## src/rtl/mips_fetch_pkg.sv

```systemverilog
// Shared types and constants for the MIPS instruction fetch controller and its queue.
package mips_fetch_pkg;

    localparam int          WORD_BYTES       = 4;
    localparam int          INSTR_WIDTH      = 32;
    localparam logic [31:0] DEFAULT_RESET_PC = 32'h0000_0000;

    typedef enum logic [1:0] {
        FETCH   = 2'd0,
        FULL    = 2'd1,
        DISCARD = 2'd2
    } fetch_state_t;

    typedef struct packed {
        logic [31:0]            pc;
        logic [INSTR_WIDTH-1:0] instr;
    } fetch_entry_t;

endpackage

```

## src/rtl/instruction_fetch_controller_fetch_queue.sv

```systemverilog
// Synchronous instruction FIFO. Flush beats push; a pop during flush still counts as consumed.
module fetch_queue
    import mips_fetch_pkg::*;
#(
    parameter  int DEPTH = 2,
    localparam int AW    = $clog2(DEPTH),
    localparam int CW    = AW + 1
) (
    input  logic         clk_i,
    input  logic         rst_i,
    input  logic         push_i,
    input  fetch_entry_t push_entry_i,
    input  logic         pop_i,
    input  logic         flush_i,
    output fetch_entry_t head_o,
    output logic [CW-1:0] count_o
);

    fetch_entry_t  mem_q [DEPTH];
    logic [AW-1:0] rd_q;
    logic [AW-1:0] wr_q;
    logic [CW-1:0] count_q;
    logic          pop_ok;
    logic          push_ok;

    assign pop_ok  = pop_i && (count_q != '0);
    // A full queue still accepts a push when the head leaves in the same cycle.
    assign push_ok = push_i && !flush_i && ((count_q != CW'(DEPTH)) || pop_ok);

    always_ff @(posedge clk_i) begin
        if (rst_i) begin
            for (int i = 0; i < DEPTH; i++) begin
                mem_q[i] <= '0;
            end
            rd_q    <= '0;
            wr_q    <= '0;
            count_q <= '0;
        end else if (flush_i) begin
            rd_q    <= '0;
            wr_q    <= '0;
            count_q <= '0;
        end else begin
            if (push_ok) begin
                mem_q[wr_q] <= push_entry_i;
                wr_q        <= wr_q + AW'(1);
            end
            if (pop_ok) begin
                rd_q <= rd_q + AW'(1);
            end
            count_q <= count_q + CW'(push_ok) - CW'(pop_ok);
        end
    end

    assign head_o  = mem_q[rd_q];
    assign count_o = count_q;

endmodule

```

## src/rtl/instruction_fetch_controller.sv

```systemverilog
// Fetch sequencer: owns the PC, issues word requests, buffers returns, handles redirects.
// Define IFETCH_FAULT_EN to trap misaligned redirects (sticky FetchFault, fetch halts).
module instruction_fetch_controller
    import mips_fetch_pkg::*;
#(
    parameter logic [31:0] RESET_PC    = DEFAULT_RESET_PC,
    parameter int          QUEUE_DEPTH = 2
) (
    input  logic        Clock,
    input  logic        Reset,
    output logic        MemReq,
    output logic [31:0] MemAddress,
    input  logic        MemAck,
    input  logic [31:0] MemData,
    output logic        InstrValid,
    input  logic        InstrReady,
    output logic [31:0] Instruction,
    output logic [31:0] InstrPC,
    input  logic        RedirectValid,
    input  logic [31:0] RedirectPC,
    output logic        FetchFault
);

    localparam int CW = $clog2(QUEUE_DEPTH) + 1;

    fetch_state_t  state_q, state_d;
    logic          req_q, req_d;
    logic [31:0]   addr_q, addr_d;
    logic [31:0]   pc_q, pc_d;
    logic          push;
    logic          flush;
    logic          pop_ok;
    logic          redir;
    logic          bad_redir;
    logic [31:0]   target;
    logic [CW-1:0] count;
    logic [CW-1:0] cnt_next;
    fetch_entry_t  head;
    fetch_entry_t  push_entry;

`ifdef IFETCH_FAULT_EN
    logic fault_q, fault_d;

    assign redir     = RedirectValid && !fault_q;
    assign bad_redir = redir && (RedirectPC[1:0] != 2'b00);
    assign target    = RedirectPC;
    assign fault_d   = fault_q || bad_redir;

    always_ff @(posedge Clock) begin
        if (Reset) begin
            fault_q <= 1'b0;
        end else begin
            fault_q <= fault_d;
        end
    end
`else
    logic fault_q;

    assign fault_q   = 1'b0;
    assign redir     = RedirectValid;
    assign bad_redir = 1'b0;
    assign target    = RedirectPC & ~32'h3;
`endif

    assign pop_ok     = InstrReady && InstrValid;
    assign push_entry = '{pc: pc_q, instr: MemData};

    always_comb begin
        state_d  = state_q;
        req_d    = req_q;
        addr_d   = addr_q;
        pc_d     = pc_q;
        push     = 1'b0;
        flush    = 1'b0;
        cnt_next = count;
        if (redir) begin
            flush = 1'b1;
            if (!bad_redir) begin
                pc_d = target;
            end
            // An unanswered request must stay on the bus; its data is dropped later.
            if (req_q && !MemAck) begin
                state_d = DISCARD;
            end else begin
                state_d = FETCH;
                req_d   = !(fault_q || bad_redir);
                addr_d  = pc_d;
            end
        end else begin
            case (state_q)
                FETCH: begin
                    if (req_q && MemAck) begin
                        push = 1'b1;
                        pc_d = pc_q + 32'(WORD_BYTES);
                    end
                    cnt_next = count + CW'(push) - CW'(pop_ok);
                    if (!(req_q && !MemAck)) begin
                        if ((cnt_next < CW'(QUEUE_DEPTH)) && !fault_q) begin
                            req_d  = 1'b1;
                            addr_d = pc_d;
                        end else begin
                            req_d   = 1'b0;
                            state_d = fault_q ? FETCH : FULL;
                        end
                    end
                end
                FULL: begin
                    if (pop_ok) begin
                        state_d = FETCH;
                        req_d   = 1'b1;
                        addr_d  = pc_q;
                    end
                end
                DISCARD: begin
                    if (MemAck) begin
                        state_d = FETCH;
                        req_d   = !fault_q;
                        addr_d  = pc_q;
                    end
                end
                default: begin
                    state_d = FETCH;
                    req_d   = 1'b0;
                end
            endcase
        end
    end

    always_ff @(posedge Clock) begin
        if (Reset) begin
            state_q <= FETCH;
            req_q   <= 1'b0;
            addr_q  <= RESET_PC;
            pc_q    <= RESET_PC;
        end else begin
            state_q <= state_d;
            req_q   <= req_d;
            addr_q  <= addr_d;
            pc_q    <= pc_d;
        end
    end

    fetch_queue #(
        .DEPTH(QUEUE_DEPTH)
    ) u_queue (
        .clk_i       (Clock),
        .rst_i       (Reset),
        .push_i      (push),
        .push_entry_i(push_entry),
        .pop_i       (InstrReady),
        .flush_i     (flush),
        .head_o      (head),
        .count_o     (count)
    );

    assign MemReq      = req_q;
    assign MemAddress  = addr_q;
    assign InstrValid  = (count != '0);
    assign Instruction = head.instr;
    assign InstrPC     = head.pc;
    assign FetchFault  = fault_q;

endmodule

```

## config.mk

```make
export PLATFORM = sky130hd
export DESIGN_NAME = instruction_fetch_controller
export DESIGN_NICKNAME = d
export VERILOG_FILES = /design/src/rtl/mips_fetch_pkg.sv /design/src/rtl/instruction_fetch_controller_fetch_queue.sv /design/src/rtl/instruction_fetch_controller.sv
export SDC_FILE = /design/constraint.sdc
export NUM_CORES = 1
export LEC_CHECK = 0
export CAP_MARGIN = 25
export CORE_MARGIN = 1
export CORE_UTILIZATION = 40
export DETAILED_ROUTE_END_ITERATION = 10
export GPL_TIMING_DRIVEN = 0
export SLEW_MARGIN = 25
export SYNTH_ARGS = -nofsm -noshare
export SYNTH_HDL_FRONTEND = slang
export SYNTH_SLANG_ARGS = --single-unit
```

## constraint.sdc

```tcl
create_clock -name Clock -period 4.4 [get_ports Clock]
set_clock_uncertainty 0.05 [all_clocks]
set_input_delay 0.44 -clock Clock [delete_from_list [all_inputs] [get_ports Clock]]
set_output_delay 0.44 -clock Clock [all_outputs]
set_load 0.1 [all_outputs]
```

==> impl_metrics.tcl, run 1 <==
set metrics [dict create \
    synthArstFlopShare 0 \
    drt-total-wl_mm 25.8 \
    clk_pin_slew_ns 0.07 \
    fp.dieArea_sq_um 24900 \
    drv_slew 0 \
    seq_area_frac_synth 0.524 \
    wl_per_cell_um 18.9 \
    rsz0062_at_grt "false" \
    cts_tree "built" \
    yosysMostFrequentCell "edfxtp_1" \
    clock.fmax_mhz 279 \
    dp_hpwl_mm 18.1 \
    final_layout_size_suffix_gt1_frac 0.147 \
    ios 168 \
    grt_max_degree 48 \
    min_path_type "input port to register" \
    required_ns 3.91 \
    maxCapViolations 0 \
    ant_nets 0 \
    vias 7152 \
    synth_top_area_share 0.384 \
    grt_pass1_wl_mm 39.1 \
    hold_buffers 0 \
    htree_levels 4 \
    worst_pin_slew_ns 1.06 \
    whs_ns 0.356 \
    clock-sinks 192 \
    fin_nets 1113 \
    root_buffer "clkbuf_16" \
    crit_fanout 10 \
    synth_area_sq_um 9700 \
    switchingPower_mw 1.61 \
    grt_overflow 0 \
    die_w_um 158 \
    grtUsageTotal 0.212 \
    antenna_found_initial 0 \
    rows 56 \
    r2r-end "u_queue.mem_q[1][34]" \
    fin_util 0.522 \
    cp-start-kind "register" \
    comb_power_share 0.238 \
    detail_route.first_pass.iterations 5 \
    ys_ff_latch 192 \
    fin_crit_sh 0.816 \
    clkPwrFrac 0.321 \
    cts-buffers-inserted 17 \
    insertion_delay_ns 0.44 \
    cts_resized 0 \
    fp.dieH_um 158 \
    antenna_cells 0 \
    place_congestion 0.846 \
    p_int_mw 3.09 \
    yosysTopAreaCell "edfxtp_1" \
    viasPerCell 5.22 \
    pre_cts_ws_ns 1.02 \
    ys_warn_count 0 \
    pwr-share-seq 0.441 \
    fin_ws_ns 0.810 \
    finalHoldViolCount 0 \
    leakage_nw 4.52 \
    synth_edf_count 124 \
    synth_flop_cell "edfxtp_1" \
    status "complete, no violations" \
    endpoint "Instruction[28]" \
    synth_common_cells "edfxtp_1, and2_1, dfxtp_1" \
    first_global_vias 6859 \
    crit_path_end_kind "output port" \
    relSlewSlack 0.294 \
    area_growth_pct 27.2 \
    p_sw_frac 0.343 \
    ctsLongestPathBuffers 2 \
    rrSetupSlack_ns 1.31 \
    crit_type "register to output port" \
    cp.arrival_ns 3.10 \
    setup_viol 0 \
    r2r_cells 9 \
    drc_errors 0 \
    drt-initial-drc-count 565 \
    synthTopCellsByArea "edfxtp_1, dfxtp_1, and2_1" \
    ir_worst_vdd_mv 0.242 \
    fp.coreArea_sq_um 23600 \
    min_period_ns 3.59 \
    port_buffers 158 \
    avgSynthCellArea_sq_um 11.4 \
    synth_cell_type_count 78 \
    floorplan.initialDensity 0.411 \
    syn_inst 854 \
    post_cts_buffers 0 \
    r2r-start "state_q[0]" \
    power_density_nw_per_um2 381 \
]
-- placed cells by master (no fill, tap or decap), types with 11 or more instances in the layout --
cell type / instances
a21boi_0: 15
a21oi_1: 15
and2_1: 123
buf_2: 15
clkbuf_1: 46
clkbuf_16: 17
clkdlybuf4s50_1: 158
dfxtp_1: 68
edfxtp_1: 124
inv_1: 22
mux2_2: 64
nand2_1: 28
nand3_1: 16
nand4_1: 17
nor2_1: 27
nor3_1: 26
o21a_1: 19
o32ai_1: 11
xnor2_1: 21
xor2_1: 20
-- stage by stage --
stage          TNS [ns]  cell area (sq um)  power (mW)  instances
2_1_floorplan         0               9720        2.91        858
3_3_place_gp     -46.43              11700        3.22       1335
3_5_place_dp          0              11800        3.23       1337
4_1_cts               0              12300        4.72       1369
5_1_grt               0              12300        4.85       1369
6_report              0              12300        4.70       1369
-- final cells by class --
| type | instances | area [sq um] |
|---|---|---|
| fillers | 2123 | 11300 |
| flip-flops and latches | 192 | 5080 |
| multi-input cells | 565 | 4170 |
| well taps | 319 | 399 |
| plain buffers | 79 | 390 |
| inverters | 22 | 82.6 |
| clock buffers | 17 | 425 |
| clock inverters | 15 | 143 |
| repair buffers | 160 | 1640 |
-- state kept, by name (all words and copies together) (netlist names), named ones only --
signal	count
u_queue.mem_q	124
MemAddress	30
pc_q	30
state_q	2
u_queue.count_o	2
MemReq	1
u_queue.rd_q	1
u_queue.wr_q	1
-- routing by layer --
metal | routed length, um | share of wire | vias to the layer above | track usage
met2 | 11900 | 0.46 | 281 | 0.341
met5 | 0 | 0 | - | 0
met1 | 11800 | 0.46 | 3403 | 0.290
li1 | - | - | 3446 | -
met3 | 1750 | 0.068 | 22 | 0.0427
met4 | 352 | 0.014 | 0 | 0.0546
-- power groups by stage --
stage,sequential [mW],combinational (mW),clock (mW)
after floorplan,2.32,0.590,0
after global placement,2.12,1.10,0
after detailed placement,2.11,1.11,0
after CTS,2.07,1.12,1.53
after global routing,2.08,1.16,1.60
final,2.07,1.12,1.51
-- how the worst min path moves through the flow --
stage | from | end | slack (ns) | cells past startpoint
2_1_floorplan | state_q[1] | state_q[1] | 0.43 | 2
3_3_place_gp | MemAddress[18] | MemAddress[18] | 0.40 | 2
3_5_place_dp | MemAddress[18] | MemAddress[18] | 0.41 | 2
4_1_cts | MemAck | state_q[1] | 0.34 | 4
5_1_grt | MemAck | state_q[1] | 0.36 | 4
6_report | MemAck | state_q[1] | 0.36 | 4
-- worst max-delay path: stages, from the launching register on --
cell	delay, ns
dfxtp_1	0.31
clkbuf_1	0.39
buf_1	0.54
mux2_2	0.27
clkdlybuf4s50_1	1.14
-- cells by family after synthesis --
kind of cell / share of synthesized area
buffers and inverters: 0.0488
AND/OR/NAND/NOR: 0.197
XOR/XNOR: 0.0387
multiplexers: 0.0825
other: 0.000387
AO/OA/AOI/OAI: 0.0997
adder cells (fa/ha/maj): 0.00903
flip-flops: 0.524
Note: power is estimated with default switching activity, not from simulation.
==> inputs of run 2 (changes only) <==
==> constraint.sdc (replaced) <==
create_clock -name Clock -period 3.6 [get_ports Clock]
set_clock_uncertainty 0.05 [all_clocks]
set_input_delay 0.36 -clock Clock [delete_from_list [all_inputs] [get_ports Clock]]
set_output_delay 0.36 -clock Clock [all_outputs]
set_load 0.1 [all_outputs]
==> impl_metrics.tcl, run 2 (same netlist as run 1, synthesis figures left out) <==
set metrics [dict create \
    viasPerCell 5.27 \
    required_ns 3.19 \
    worst_pin_slew_ns 1.05 \
    port_buffers 158 \
    cp-start-kind "register" \
    dp.cells 1337 \
    cts-buffers-inserted 17 \
    clock.fmax_mhz 289 \
    antenna_cells 0 \
    r2r_cells 9 \
    slowest_stage "clkdlybuf4s50_1" \
    crit_fanout 10 \
    worst_hold_startpoint "MemAck" \
    p_int_mw 3.76 \
    fin_nets 1113 \
    cts_resized 0 \
    comb_power_share 0.239 \
    holdPathStages 4 \
    floorplan.initialDensity 0.411 \
    status "complete, no violations" \
    cp_cell_sequence "clkbuf_1 > clkbuf_1 > mux2_2 > clkdlybuf4s50_1" \
    placed_cell_area_sq_um 11800 \
    drt-initial-drc-count 505 \
    p_sw_frac 0.341 \
    stdcell_area_sq_um 12500 \
    grt_max_degree 49 \
    clock-sinks 192 \
    drc_errors 0 \
    regMostFlops "u_queue.mem_q" \
    crit_type "register to output port" \
    wl_per_cell_um 19.1 \
    rows 56 \
    place_congestion 0.851 \
    fp.dieArea_sq_um 24900 \
    first_global_vias 7035 \
    fp.dieH_um 158 \
    mostFrequentLayoutCell "edfxtp_1" \
    post_cts_buffers 0 \
    grtUsageTotal 0.215 \
    ant_nets 0 \
    largest_reg_flops 124 \
    relSlewSlack 0.296 \
    r2r-start "u_queue.count_o[1]" \
    pwr-share-seq 0.444 \
    maxCapViolations 0 \
    vias 7208 \
    min_path_type "input port to register" \
    root_buffer "clkbuf_16" \
    drt-total-wl_mm 26.2 \
    setup_tns_ns 0 \
    ctsLongestPathBuffers 2 \
    fin_util 0.528 \
    clkPwrFrac 0.318 \
    ir_worst_vdd_mv 0.314 \
    setup_viol 0 \
    hold_buffers 0 \
    min_to "state_q[1]" \
    cp.arrival_ns 3.05 \
    drv_slew 0 \
    final_layout_size_suffix_gt1_frac 0.147 \
    clk_pin_slew_ns 0.07 \
    power_density_nw_per_um2 458 \
    htree_levels 4 \
    most-common-layout-cells "edfxtp_1, and2_1, clkdlybuf4s50_1" \
    rrSetupSlack_ns 0.40 \
    cpMostUsedCell "clkbuf_1" \
    switchingPower_mw 1.95 \
    detail_route.first_pass.iterations 5 \
    fin_cells 1369 \
    fp.coreArea_sq_um 23600 \
    antenna_found_initial 0 \
    leakage_nw 5.25 \
    grt_overflow 0 \
    crit_path_end_kind "output port" \
    die_w_um 158 \
    r2r-end "MemAddress[11]" \
    area_growth_pct 28.5 \
    grt_pass1_wl_mm 39.8 \
    cts_tree "built" \
    fin_crit_sh 0.960 \
    ios 168 \
    max_stage_delay_ns 1.12 \
    finalHoldViolCount 0 \
    insertion_delay_ns 0.44 \
    dp_hpwl_mm 18.3 \
    min_period_ns 3.46 \
]
-- run 2: worst max path at each step --
stage / startpoint / to / cells after the start
after global routing: register / Instruction[18] / 4
after floorplan: MemReq / u_queue.mem_q[0][0] / 4
after global placement: Reset / u_queue.mem_q[0][61] / 4
after detailed placement: InstrReady / MemAddress[13] / 10
final: register / Instruction[18] / 4
after CTS: register / Instruction[26] / 4
-- run 2: power groups by stage --
stage          sequential, mW  clock, mW  combinational (mW)
3_5_place_dp             2.58          0                1.36
6_report                 2.53       1.81                1.36
2_1_floorplan            2.83          0               0.721
4_1_cts                  2.53       1.84                1.37
3_3_place_gp             2.59          0                1.35
5_1_grt                  2.55       1.93                1.42
-- run 2: through the flow --
stage,hold slack (ns),total power [mW],setup WS (ns)
2_1_floorplan,0.431,3.55,0.0964
3_3_place_gp,0.402,3.94,-1.06
3_5_place_dp,0.418,3.94,0.229
4_1_cts,0.267,5.74,0.00416
5_1_grt,0.308,5.89,-0.0147
6_report,0.273,5.70,0.145
-- run 2: layer usage --
layer / vias to the layer above / GRT usage / part of all wire
met1: 3449 / 0.295 / 0.45
met5: - / 0 / 0
met2: 292 / 0.347 / 0.46
met3: 19 / 0.0391 / 0.073
li1: 3448 / - / -
met4: 0 / 0.0573 / 0.0091
-- run 2: area by class of cell --
cell class                 instances  area, sq um
multi-input combinational        565         4180
timing repair buffer             160         1780
inverter                          22         82.6
sequential                       192         5080
buffer                            79          390
clock inverter                    14          123
clock buffer                      18          429
tap                              319          399
fill                            2118        11100
-- run 2: worst max-delay path: cells and delay by family, from the launching register on --
family | cells | cell delay [ns]
buf+inv | 3 | 2.04
flops | 1 | 0.31
mux | 1 | 0.27
==> variant 1, RTL diff (config.mk and constraints of run 2) <==
Re-encode `fetch_state_t` (3 states) as one-hot, 3 bits wide.
--- a/src/rtl/mips_fetch_pkg.sv
+++ b/src/rtl/mips_fetch_pkg.sv
@@ -5,10 +5,10 @@
     localparam int          INSTR_WIDTH      = 32;
     localparam logic [31:0] DEFAULT_RESET_PC = 32'h0000_0000;
 
-    typedef enum logic [1:0] {
-        FETCH   = 2'd0,
-        FULL    = 2'd1,
-        DISCARD = 2'd2
+    typedef enum logic [2:0] {
+        FETCH   = 3'b001,
+        FULL    = 3'b010,
+        DISCARD = 3'b100
     } fetch_state_t;
 
     typedef struct packed {
Function: same outputs for any inputs over 4 cycles, from zero or initial values and one cycle with Reset high; so few cycles prove little.
==> variant 1 against run 2 <==
- power down 0.18%
- critical path type unchanged
- cell area decreased by 1.6%
- synthesized area shrank 0.46%
- global-route usage increased by 0.52 points
- count of clock-buffer cells in the layout decreased by 1
- largest power group unchanged
- sequential cell count rose by 1
- routed wire length is 1.2% higher
- worst setup slack improved by 0.15 ns
==> variant 1: results (changes against run 2) <==
[setup_path]
worst_path_max_delay_cell=dlygate4sd2_1
cp_slowest_stage_delay_ns=0.87  ; -0.25 ns
timing.rr.end=MemAddress[8]
critPathArrivalTime_ns=2.90  ; -0.15 ns
regToRegSetupSlack_ns=0.42  ; +0.02 ns

[detailed_routing]
drt_iter0_markers=415  ; -18%
wl_per_cell_um=19.3  ; +1.0%
wl_met2_um=12300  ; +1.3%
vias_per_cell=5.28  ; +0.34%
wl_met1_um=11700  ; -1.7%
route.met3.wl_um=1840  ; -3.6%
via_count=7243  ; +0.49%

[global_route]
grtUsageTotal=0.220  ; +0.00522
grt.met3_usage=0.0479  ; +0.00876
grt_pass1_vias=7136  ; +1.4%
grtUsageMet2=0.353  ; +0.00617
grt_max_degree=47  ; -4.1%
grt_pass1_wl_um=40200  ; +1.1%
gr-usage-met1=0.289  ; -0.00641

[synth]
ys_seq_area_frac=0.529  ; +0.00452
ys_warn_count=0  ; unchanged
ys_types=67  ; -14%
yosys-top-cells-count=130 x and2_1, 124 x edfxtp_1, 69 x dfxtp_1
avgSynthCellArea_um2=11.3  ; -0.58%
synth_area_leaders=edfxtp_1 39%, dfxtp_1 14%, and2_1 8.4%, mux2_2 7.7%, o21a_1 2.5%

[placement]
place.detailed.hpwl_um=18600  ; +1.9%
gp_congestion=0.868  ; +2.1%
dpl.cell_count=1339  ; +0.15%
io_buffers=159  ; +0.63%
dpl_worst_slack_ns=0.291  ; +0.0619 ns
dpl_cell_area_um2=11700  ; -0.23%

[layout]
fillers=2183  ; +3.1%
fin_nets=1111  ; -0.18%
drive_above_1_share=0.154  ; +0.00733
syn_to_final_growth_pct=27.0

[clock_network]
clockBufferDepth=2  ; unchanged
clk_pin_slew_ns=0.07  ; about the same

[pwr]
p_leak_nw=4.77  ; -9.2%
p_int_w=0.00379  ; +0.84%
vdd_drop_max_mv=0.287  ; -8.4%

[worst_hold_path]
whs_path_depth=2  ; -2
whs_endpoint=MemAddress[25]
hold_path.class=flip-flop to flip-flop
worstHoldStart=MemAddress[25]

[status]
outcome=finished, final reports clean

[sta]
worstMarginPinSlew_ns=1.06  ; +0.00495 ns
holdWs_ns=0.429  ; +0.156 ns

variant 1: changes by cell type after synthesis, moves of 8 or more:
cell,run 2,this run
o2111ai_1,1,10
o21a_1,19,32
nor2_1,27,15
nor4b_1,8,0
nand2_1,29,38
buf_2,15,32
clkbuf_1,46,36
xor2_1,20,11
nand3_1,16,29
variant 1: logic make-up after synthesis:
family | synth area share
compound gates | 0.110
simple gates | 0.187
fa+ha+maj | 0.00389
other cells | 0.000388
mux | 0.0889
flops | 0.529
xor+xnor | 0.0360
buf+inv | 0.0446
variant 1: worst max path at each step:
stage,startpoint,slack (ns),end,cells past startpoint
5_1_grt,flip-flop,0.12,InstrPC[10],4
6_report,flip-flop,0.29,Instruction[5],4
4_1_cts,flip-flop,0.0005,Instruction[14],4
3_3_place_gp,Reset,-0.10,u_queue.mem_q[0][45],5
3_5_place_dp,InstrReady,0.29,MemAddress[8],10
2_1_floorplan,MemReq,0.55,u_queue.mem_q[0][0],4
variant 1: layout make-up:
class	instances	share of cell area
Sequential cell	193	0.416
Multi-Input combinational cell	571	0.338
Timing Repair Buffer	161	0.131
Clock buffer	17	0.0347
Tap cell	319	0.0325
Buffer	78	0.0299
Clock inverter	15	0.0120
Inverter	17	0.00520
variant 1: repair_timing:
action                     4_1_cts  5_1_grt
setup endpoints to repair       51        9
hold buffers                     0        0
hold endpoints to repair         0        0
resized for setup               51        9
variant 1: power by group through the flow:
stage                     combinational [W]  sequential (W)  clock (W)
final                               0.00127         0.00255    0.00187
after global placement              0.00129         0.00260          0
after CTS                           0.00128         0.00255    0.00191
after detailed placement            0.00130         0.00260          0
after floorplan                    0.000669         0.00284          0
after global routing                0.00133         0.00256    0.00200
variant 1: critical path, delay by kind of cell, from the launching register on:
family                 cells  cell delay, ns
multiplexers               1            0.27
flip-flops                 1            0.31
buffers and inverters      3            1.87
==> variant 2, RTL diff (config.mk and constraints of run 2) <==
Made on the original files. Set the parameter `QUEUE_DEPTH` to 4 (it was 2).
--- a/src/rtl/instruction_fetch_controller.sv
+++ b/src/rtl/instruction_fetch_controller.sv
@@ -4,7 +4,7 @@
     import mips_fetch_pkg::*;
 #(
     parameter logic [31:0] RESET_PC    = DEFAULT_RESET_PC,
-    parameter int          QUEUE_DEPTH = 2
+    parameter int          QUEUE_DEPTH = 4
 ) (
     input  logic        Clock,
     input  logic        Reset,
Function: changed (a bounded check fails within 4 cycles, from zero or initial values and one cycle with Reset high).
==> variant 2 against run 2 <==
- power grew 69%
- cell area grew 52%
- utilization shrank 2.4 points
- routed wire length grew 50%
- via count grew 38%
- cell count grew 40%
- sequential cell count grew 128
- critical path type unchanged
- critical path depth shrank 1
- synthesized area grew 58%
- worst setup slack gained 0.090 ns
==> variant 2: results (changes against run 2) <==
[status]
outcome=finished, final reports clean

[synth]
avgSynthCellArea_um2=13.2  ; +16%
synth_area_leaders=edfxtp_1 49%, and2_1 10%, dfxtp_1 9.4%, mux4_2 9.1%, clkbuf_1 1.5%
synthXorXnorAreaFrac=0.0223  ; -0.0164
ys_types=79  ; +1.3%
synth_edf_count=248  ; +100%
synth.mux.area_fraction=0.0972  ; +0.0146
yosys-top-cells-count=253 x and2_1, 248 x edfxtp_1, 72 x dfxtp_1

[global_route]
grt_max_degree=38  ; -22%
gr-usage-met1=0.263  ; -0.0318
grt_pass1_wl_um=59500  ; +50%
grtUsageTotal=0.203  ; -0.0121
grtUsageMet2=0.345  ; -0.00203

[setup_path]
cp_slowest_stage_delay_ns=1.19  ; +0.07 ns
rr_startpoint=state_q[0]
timing.rr.end=u_queue.mem_q[1][49]
regToRegSetupSlack_ns=0.36  ; -0.04 ns
endpoint=InstrPC[31]
path_max_fanout=8  ; -2
critPathArrivalTime_ns=2.95  ; -0.10 ns

[layout]
buffers=273  ; +14%
multi_input_cells=715  ; +27%
drive_above_1_share=0.182  ; +0.0356
post_layout_nonfiller_instances=1910  ; +40%
multi_input_area_share=0.311  ; -0.0245
fin_nets=1449  ; +30%
fillers=3320  ; +57%
clockBufferCount=54  ; +36

[detailed_routing]
drt_iter0_markers=710  ; +41%
wl_met1_um=17000  ; +43%
via_count=9964  ; +38%
wl_met2_um=19200  ; +58%

[clock_network]
ctsResizeCount=176  ; +176
cts_sinks=320  ; +67%
h-tree-depth=2  ; -2

[sta]
holdWs_ns=0.340  ; +0.0669 ns
fin_crit_ns=3.36  ; -0.0905 ns
worstMarginPinSlew_ns=1.06  ; +0.00756 ns

[pwr]
power_frac_comb=0.179  ; -0.060
p_leak_nw=6.74  ; +28%
p_per_area_nw_per_um2=507  ; +11%

[placement]
place.detailed.hpwl_um=26200  ; +43%

## variant 2: cell count changes after synthesis, moves of 6 or more
cell / before / now
nor4b_1: 8 / 2
nor4_1: 10 / 16
buf_2: 15 / 27
o21ai_1: 1 / 11
edfxtp_1: 124 / 248
nor3_1: 26 / 15
a21oi_1: 15 / 22
mux4_2: 0 / 62
and2_1: 123 / 253
a21boi_0: 15 / 5
xor2_1: 20 / 13
o31a_1: 1 / 7
clkbuf_1: 46 / 63
mux2_2: 64 / 2
## variant 2: kinds of logic (layout without fill, tap and decap cells)
group,Yosys count,in the layout
flip-flops,320,320
multiplexers,71,71
XOR/XNOR,39,39
other,1,5
AO/OA/AOI/OAI,137,137
buffers and inverters,131,364
AND/OR/NAND/NOR,453,454
adder cells (fa/ha/maj),9,9
## variant 2: worst reg2reg max path: stages (launching register included)
cell and delay, ns:
dfxtp_1 0.32, inv_1 0.11, ha_1 0.17, buf_2 0.25, nand3_2 0.21, nor3_4 0.58, and3_1 0.23, buf_2 0.32
or2_4 0.41, buf_12 0.27
